File: config.mk
export PLATFORM = sky130hd
export DESIGN_NAME = ps2_scancode_receiver
export DESIGN_NICKNAME = d
export VERILOG_FILES = /design/src/rtl/ps2_pkg.sv /design/src/rtl/ps2_line_filter.sv /design/src/rtl/ps2_scancode_receiver.sv
export SDC_FILE = /design/constraint.sdc
export NUM_CORES = 1
export LEC_CHECK = 0
export CAP_MARGIN = 25
export CELL_PAD_IN_SITES_DETAIL_PLACEMENT = 2
export CELL_PAD_IN_SITES_GLOBAL_PLACEMENT = 2
export CORE_ASPECT_RATIO = 1.5
export CORE_MARGIN = 2
export CORE_UTILIZATION = 24
export DETAILED_ROUTE_END_ITERATION = 8
export PLACE_DENSITY = 0.67
export SYNTH_ARGS = -nofsm -noshare
export SYNTH_HDL_FRONTEND = slang
export SYNTH_SLANG_ARGS = --single-unit
File: constraint.sdc
create_clock -name CLK -period 1.8 [get_ports CLK]
set_clock_uncertainty 0.15 [all_clocks]
set_input_delay 0.45 -clock CLK [delete_from_list [all_inputs] [get_ports CLK]]
set_output_delay 0.45 -clock CLK [all_outputs]
set_load 0.02 [all_outputs]
File: src/rtl/ps2_pkg.sv
// Shared PS/2 receiver types and scan-code constants.
package ps2_pkg;

  typedef enum logic [1:0] {
    ST_IDLE   = 2'd0,
    ST_DATA   = 2'd1,
    ST_PARITY = 2'd2,
    ST_STOP   = 2'd3
  } ps2_state_e;

  localparam logic [7:0] PS2_BREAK = 8'hF0;
  localparam logic [7:0] PS2_EXT   = 8'hE0;

endpackage

File: src/rtl/ps2_line_filter.sv
// Two-flop synchronizer plus deglitch filter for one PS/2 line.
// The filtered level flips only after FILTER_LEN consecutive opposite
// samples; 'fall' is a one-cycle strobe on a filtered 1->0 transition.
module ps2_line_filter #(
  parameter int unsigned FILTER_LEN = 8
) (
  input  logic clk,
  input  logic rst,
  input  logic raw_in,
  output logic level,
  output logic fall
);

  localparam int unsigned CW = (FILTER_LEN > 1) ? $clog2(FILTER_LEN) : 1;

  logic [1:0]    sync_q, sync_d;
  logic [CW-1:0] cnt_q, cnt_d;
  logic          level_q, level_d;
  logic          fall_q, fall_d;

  // Next-state: shift the synchronizer, count opposite samples, flip on a full run.
  always_comb begin
    sync_d  = {sync_q[0], raw_in};
    level_d = level_q;
    cnt_d   = '0;
    fall_d  = 1'b0;
    if (sync_q[1] != level_q) begin
      if (cnt_q == CW'(FILTER_LEN - 1)) begin
        level_d = sync_q[1];
        fall_d  = level_q;
      end else begin
        cnt_d = cnt_q + CW'(1);
      end
    end
  end

  // Registers; the idle (released) bus level is 1.
  always_ff @(posedge clk) begin
    if (rst) begin
      sync_q  <= 2'b11;
      cnt_q   <= '0;
      level_q <= 1'b1;
      fall_q  <= 1'b0;
    end else begin
      sync_q  <= sync_d;
      cnt_q   <= cnt_d;
      level_q <= level_d;
      fall_q  <= fall_d;
    end
  end

  assign level = level_q;
  assign fall  = fall_q;

endmodule

File: src/rtl/ps2_scancode_receiver.sv
// PS/2 keyboard receiver: frames start/8 data/odd parity/stop, strips F0
// (break) and E0 (extended) prefixes and holds the last make code on KeyOut.
// Optional macro PS2_TIMEOUT_EN adds a partial-frame watchdog.
module ps2_scancode_receiver
  import ps2_pkg::*;
#(
  parameter int unsigned FILTER_LEN     = 8,
  parameter int unsigned TIMEOUT_CYCLES = 200000
) (
  input  logic       CLK,
  input  logic       RST,
  input  logic       PS2Clk,
  input  logic       PS2Data,
  output logic [7:0] KeyOut,
  output logic       KeyExt,
  output logic       KeyValid,
  output logic       ParityErr
);

  logic clk_fall;
  logic data_lvl;
  logic unused_clk_lvl;
  logic unused_data_fall;
  logic timeout_c;

  ps2_line_filter #(.FILTER_LEN(FILTER_LEN)) u_clk_filt (
    .clk    (CLK),
    .rst    (RST),
    .raw_in (PS2Clk),
    .level  (unused_clk_lvl),
    .fall   (clk_fall)
  );

  ps2_line_filter #(.FILTER_LEN(FILTER_LEN)) u_data_filt (
    .clk    (CLK),
    .rst    (RST),
    .raw_in (PS2Data),
    .level  (data_lvl),
    .fall   (unused_data_fall)
  );

  ps2_state_e state_q, state_d;
  logic [2:0] cnt_q, cnt_d;
  logic [7:0] shreg_q, shreg_d;
  logic       par_q, par_d;
  logic       brk_q, brk_d;
  logic       ext_q, ext_d;
  logic [7:0] key_q, key_d;
  logic       key_ext_q, key_ext_d;
  logic       valid_q, valid_d;
  logic       perr_q, perr_d;

`ifdef PS2_TIMEOUT_EN
  localparam int unsigned TW = $clog2(TIMEOUT_CYCLES + 1);

  logic [TW-1:0] to_cnt_q, to_cnt_d;

  // Watchdog: reload on every strobe, count only inside a frame.
  always_comb begin
    to_cnt_d = to_cnt_q;
    if (clk_fall || (state_q == ST_IDLE)) begin
      to_cnt_d = '0;
    end else if (!timeout_c) begin
      to_cnt_d = to_cnt_q + TW'(1);
    end
  end

  // Watchdog counter register.
  always_ff @(posedge CLK) begin
    if (RST) begin
      to_cnt_q <= '0;
    end else begin
      to_cnt_q <= to_cnt_d;
    end
  end

  assign timeout_c = (state_q != ST_IDLE) && (to_cnt_q == TW'(TIMEOUT_CYCLES));
`else
  logic unused_timeout_c;

  assign timeout_c        = 1'b0;
  assign unused_timeout_c = (TIMEOUT_CYCLES == 0);
`endif

  // Frame FSM and scan-code decode; everything advances on the clock strobe.
  always_comb begin
    state_d   = state_q;
    cnt_d     = cnt_q;
    shreg_d   = shreg_q;
    par_d     = par_q;
    brk_d     = brk_q;
    ext_d     = ext_q;
    key_d     = key_q;
    key_ext_d = key_ext_q;
    valid_d   = 1'b0;
    perr_d    = 1'b0;

    if (timeout_c) begin
      state_d = ST_IDLE;
      cnt_d   = '0;
      brk_d   = 1'b0;
      ext_d   = 1'b0;
    end else if (clk_fall) begin
      unique case (state_q)
        ST_IDLE: begin
          if (!data_lvl) begin
            state_d = ST_DATA;
            cnt_d   = '0;
          end
        end
        ST_DATA: begin
          shreg_d = {data_lvl, shreg_q[7:1]};
          if (cnt_q == 3'd7) begin
            state_d = ST_PARITY;
          end else begin
            cnt_d = cnt_q + 3'd1;
          end
        end
        ST_PARITY: begin
          par_d   = data_lvl;
          state_d = ST_STOP;
        end
        ST_STOP: begin
          state_d = ST_IDLE;
          cnt_d   = '0;
          if ((^{shreg_q, par_q}) && data_lvl) begin
            if (shreg_q == PS2_BREAK) begin
              brk_d = 1'b1;
            end else if (shreg_q == PS2_EXT) begin
              ext_d = 1'b1;
            end else if (brk_q) begin
              brk_d = 1'b0;
              ext_d = 1'b0;
            end else begin
              key_d     = shreg_q;
              key_ext_d = ext_q;
              valid_d   = 1'b1;
              ext_d     = 1'b0;
            end
          end else begin
            perr_d = 1'b1;
            brk_d  = 1'b0;
            ext_d  = 1'b0;
          end
        end
        default: state_d = ST_IDLE;
      endcase
    end
  end

  // State and registered outputs; reset wins over a coincident strobe.
  always_ff @(posedge CLK) begin
    if (RST) begin
      state_q   <= ST_IDLE;
      cnt_q     <= '0;
      shreg_q   <= '0;
      par_q     <= 1'b0;
      brk_q     <= 1'b0;
      ext_q     <= 1'b0;
      key_q     <= 8'h00;
      key_ext_q <= 1'b0;
      valid_q   <= 1'b0;
      perr_q    <= 1'b0;
    end else begin
      state_q   <= state_d;
      cnt_q     <= cnt_d;
      shreg_q   <= shreg_d;
      par_q     <= par_d;
      brk_q     <= brk_d;
      ext_q     <= ext_d;
      key_q     <= key_d;
      key_ext_q <= key_ext_d;
      valid_q   <= valid_d;
      perr_q    <= perr_d;
    end
  end

  assign KeyOut    = key_q;
  assign KeyExt    = key_ext_q;
  assign KeyValid  = valid_q;
  assign ParityErr = perr_q;

endmodule
==> reports/metrics.csv <==
stage,metric,value,unit
logic_synthesis,yosysTopAreaCellShare,0.462,
final_layout,antenna_cells,0,
setup_path,cp_slowest_cell,xnor3_2,
sta,post-route-min-period,1.81,ns
floorplan,rows,38,
sta,fmax,0.551,GHz
route,vias_per_cell,4.73,
cts,clk_latency,0.29,ns
floorplan,initial_core_util,0.243,
pwr,powerDensity,773,nW/µm²
global_routing,grt_usage,0.112,
global_routing,overflow,0,
route,avgRoutedWirePerCell,13.7,µm
logic_synthesis,synthCells,182,
cts,htree_num_levels,2,
cts,tritoncts,done,
floorplan,pin_count,15,
placed_design,numPortBuffers,14,
placed_design,place_hpwl,2820,µm
logic_synthesis,synth_area,1730,µm²
setup_path,arrival,1.89,ns
logic_synthesis,synth_area_leader_cell,dfxtp_1,
placed_design,pre_cts_ws,-0.0495,ns
final_layout,regArea,807,µm²
route,drtAntennaViolNets,0,
cts,cts_buffers,5,
logic_synthesis,synth_seq_area_share,0.462,
final_layout,synthToLayoutAreaGrowth,28.1,%
global_routing,grt_max_degree,27,
route,drtIter0Drc,39,
sta,finalSetupViolations,1,
logic_synthesis,synthTopCellsByArea,"dfxtp_1 (46%), ha_1 (8.7%), nand2_1 (7.6%)",
sta,maxSlewHeadroom,0.769,
cts,clkTransAtPathRegs,0.08,ns
outcome,status,"complete, but fails checks",
floorplan,die_w,73.4,µm
final_layout,final_nets,223,
final_layout,multiInputGateArea,910,µm²
global_routing,grt_first_pass_wirelength,6890,µm
floorplan,die_h,108,µm
outcome,violations,negative setup slack,
logic_synthesis,dominantRegCellSynth,dfxtp_1,
sta,hold_slack,0.268,ns
pwr,total_power,1.72,mW
final_layout,drive_above_1_share,0.188,
cts,clock_path_buffers,2,
logic_synthesis,synth_edf_count,0,
global_routing,grt_pass1_vias,1437,
cts,cts-root-buf,clkbuf_8,
logic_synthesis,yosysMostFrequentCell,dfxtp_1,
sta,period_share,1.01,
setup_path,start_kind,flop,
setup_path,worstPathMaxFanout,5,
final_layout,post-route-util,0.311,
setup_path,critical_path_class,reg -> reg,
setup_path,crit_required,1.87,ns
flow_run,max-cap-violations,0,
placed_design,place_congestion,0.741,
sta,setup_ws,-0.0133,ns
pwr,leakage,0.903,nW
cts,postCtsHoldBufs,0,
logic_synthesis,ys_top_cells_by_count,"dfxtp_1 (40), nand2_1 (35), mux2i_1 (13)",
worst_hold_path,hold_path.class,reg -> reg,
floorplan,core-area,7130,µm²
sta,slew_viol_final,0,
setup_path,end_kind,flop,
floorplan,die_area,7940,µm²
setup_path,cp_cell_sequence,"xor2_1, xnor3_2, mux2i_4, buf_6, mux2i_1",
sta,setup_tns,-0.0133,ns
final_layout,fillers,803,
pwr,max-vdd-ir-drop,0.259,mV
cts,cts_sinks,40,
logic_synthesis,syn_area_per_cell,9.53,µm²
sta,hold_violations,0,
setup_path,r2r_slack,-0.01,ns
route,drt_first_pass_iters,2,
setup_path,critical-path-max-stage-delay,0.46,ns
route,drc,0,
route,wirelength,3950,µm
logic_synthesis,synth_async_sr_flop_share,0,
global_routing,antenna_found_initial,0,
logic_synthesis,yosys_warnings,0,
logic_synthesis,synth_nets,198,
sta,worst_pin_slew,0.346,ns
logic_synthesis,synth_seq_cells,40,
logic_synthesis,ys_types,33,
sta,grt_setup_unrepaired,true,
route,vias,1362,
-- repair_timing --
action	in CTS	in global routing
cloned	1	0
buffers inserted	0	1
gates resized for setup	19	9
pin swaps	0	6
endpoints found under the setup margin	20	16
-- metal layers --
metal,track usage,part of all wire
met1,0.116,0.39
met3,0.0168,0.015
met2,0.216,0.57
met4,0.0468,0.023
met5,0,0
-- worst max-delay path, delay by kind of cell, from the launching register on --
family	cells	cell delay, ns
mux	2	0.49
xor+xnor	2	0.61
flops	1	0.33
buf+inv	1	0.17
-- final timing paths --
check	start	end	depth (start not counted)
worst max-delay path	shreg_q[3]$_SDFFE_PP0P_	KeyExt$_SDFFE_PP0P_	5
worst min-delay path	u_clk_filt.sync_q[0]$_SDFF_PP1_	u_clk_filt.sync_q[1]$_SDFF_PP1_	1
worst max register to register	shreg_q[3]$_SDFFE_PP0P_	KeyExt$_SDFFE_PP0P_	5
worst min register to register	u_clk_filt.sync_q[0]$_SDFF_PP1_	u_clk_filt.sync_q[1]$_SDFF_PP1_	1
-- stage by stage --
stage	instances	instance area, µm²
final	288	2220
after global routing	288	2220
after CTS	287	2190
after detailed placement	278	2050
after global placement	278	2050
after floorplan	182	1730
-- sequential cells by signal, summed over array words and instances (netlist names), 2 cells and up --
register            cells
u_data_filt.sync_q      2
u_clk_filt.sync_q       2
u_clk_filt.cnt_q        3
u_data_filt.cnt_q       3
KeyOut                  8
state_q                 2
shreg_q                 8
cnt_q                   3
-- layout make-up --
type	count	share of cell area
inverters	5	0.00845
well taps	80	0.0451
flip-flops and latches	40	0.363
clock inverters	2	0.0175
repair buffers	28	0.119
clock buffers	6	0.0372
multi-input cells	127	0.410
-- cells in the final DEF (no fill, tap or decap), types with 2 or more instances in the layout --
cell type         n
a211oi_1          2
a21oi_1          12
and2_1            4
buf_12            2
buf_4            10
buf_6             2
clkbuf_8          6
clkdlybuf4s50_1   3
dfxtp_1          35
dfxtp_2           5
dlygate4sd2_1    11
ha_1             12
inv_1             5
mux2i_1          12
nand2_1          34
nand3_1           9
nand4_1           2
nor2_1            5
nor3_1            5
nor4_1            2
o2111ai_2         2
or2_2             4
xnor2_1           5
-- power breakdown --
part / switching [mW] / total [mW] / internal [mW] / leakage, nW
Clock: 0.330 / 0.784 / 0.454 / 0.0614
Sequential: 0.00245 / 0.892 / 0.889 / 0.326
Combinational: 0.0213 / 0.0407 / 0.0194 / 0.516
-- cell families after synthesis --
group	share of synthesized area
and+or+nand+nor	0.197
xor gates and xnor gates	0.0707
muxes	0.0750
AOI/OAI and AO/OA	0.0743
DFF	0.462
adders and majority gates	0.0866
buffers and inverters	0.0346
Note: power is estimated with default switching activity, not from simulation.
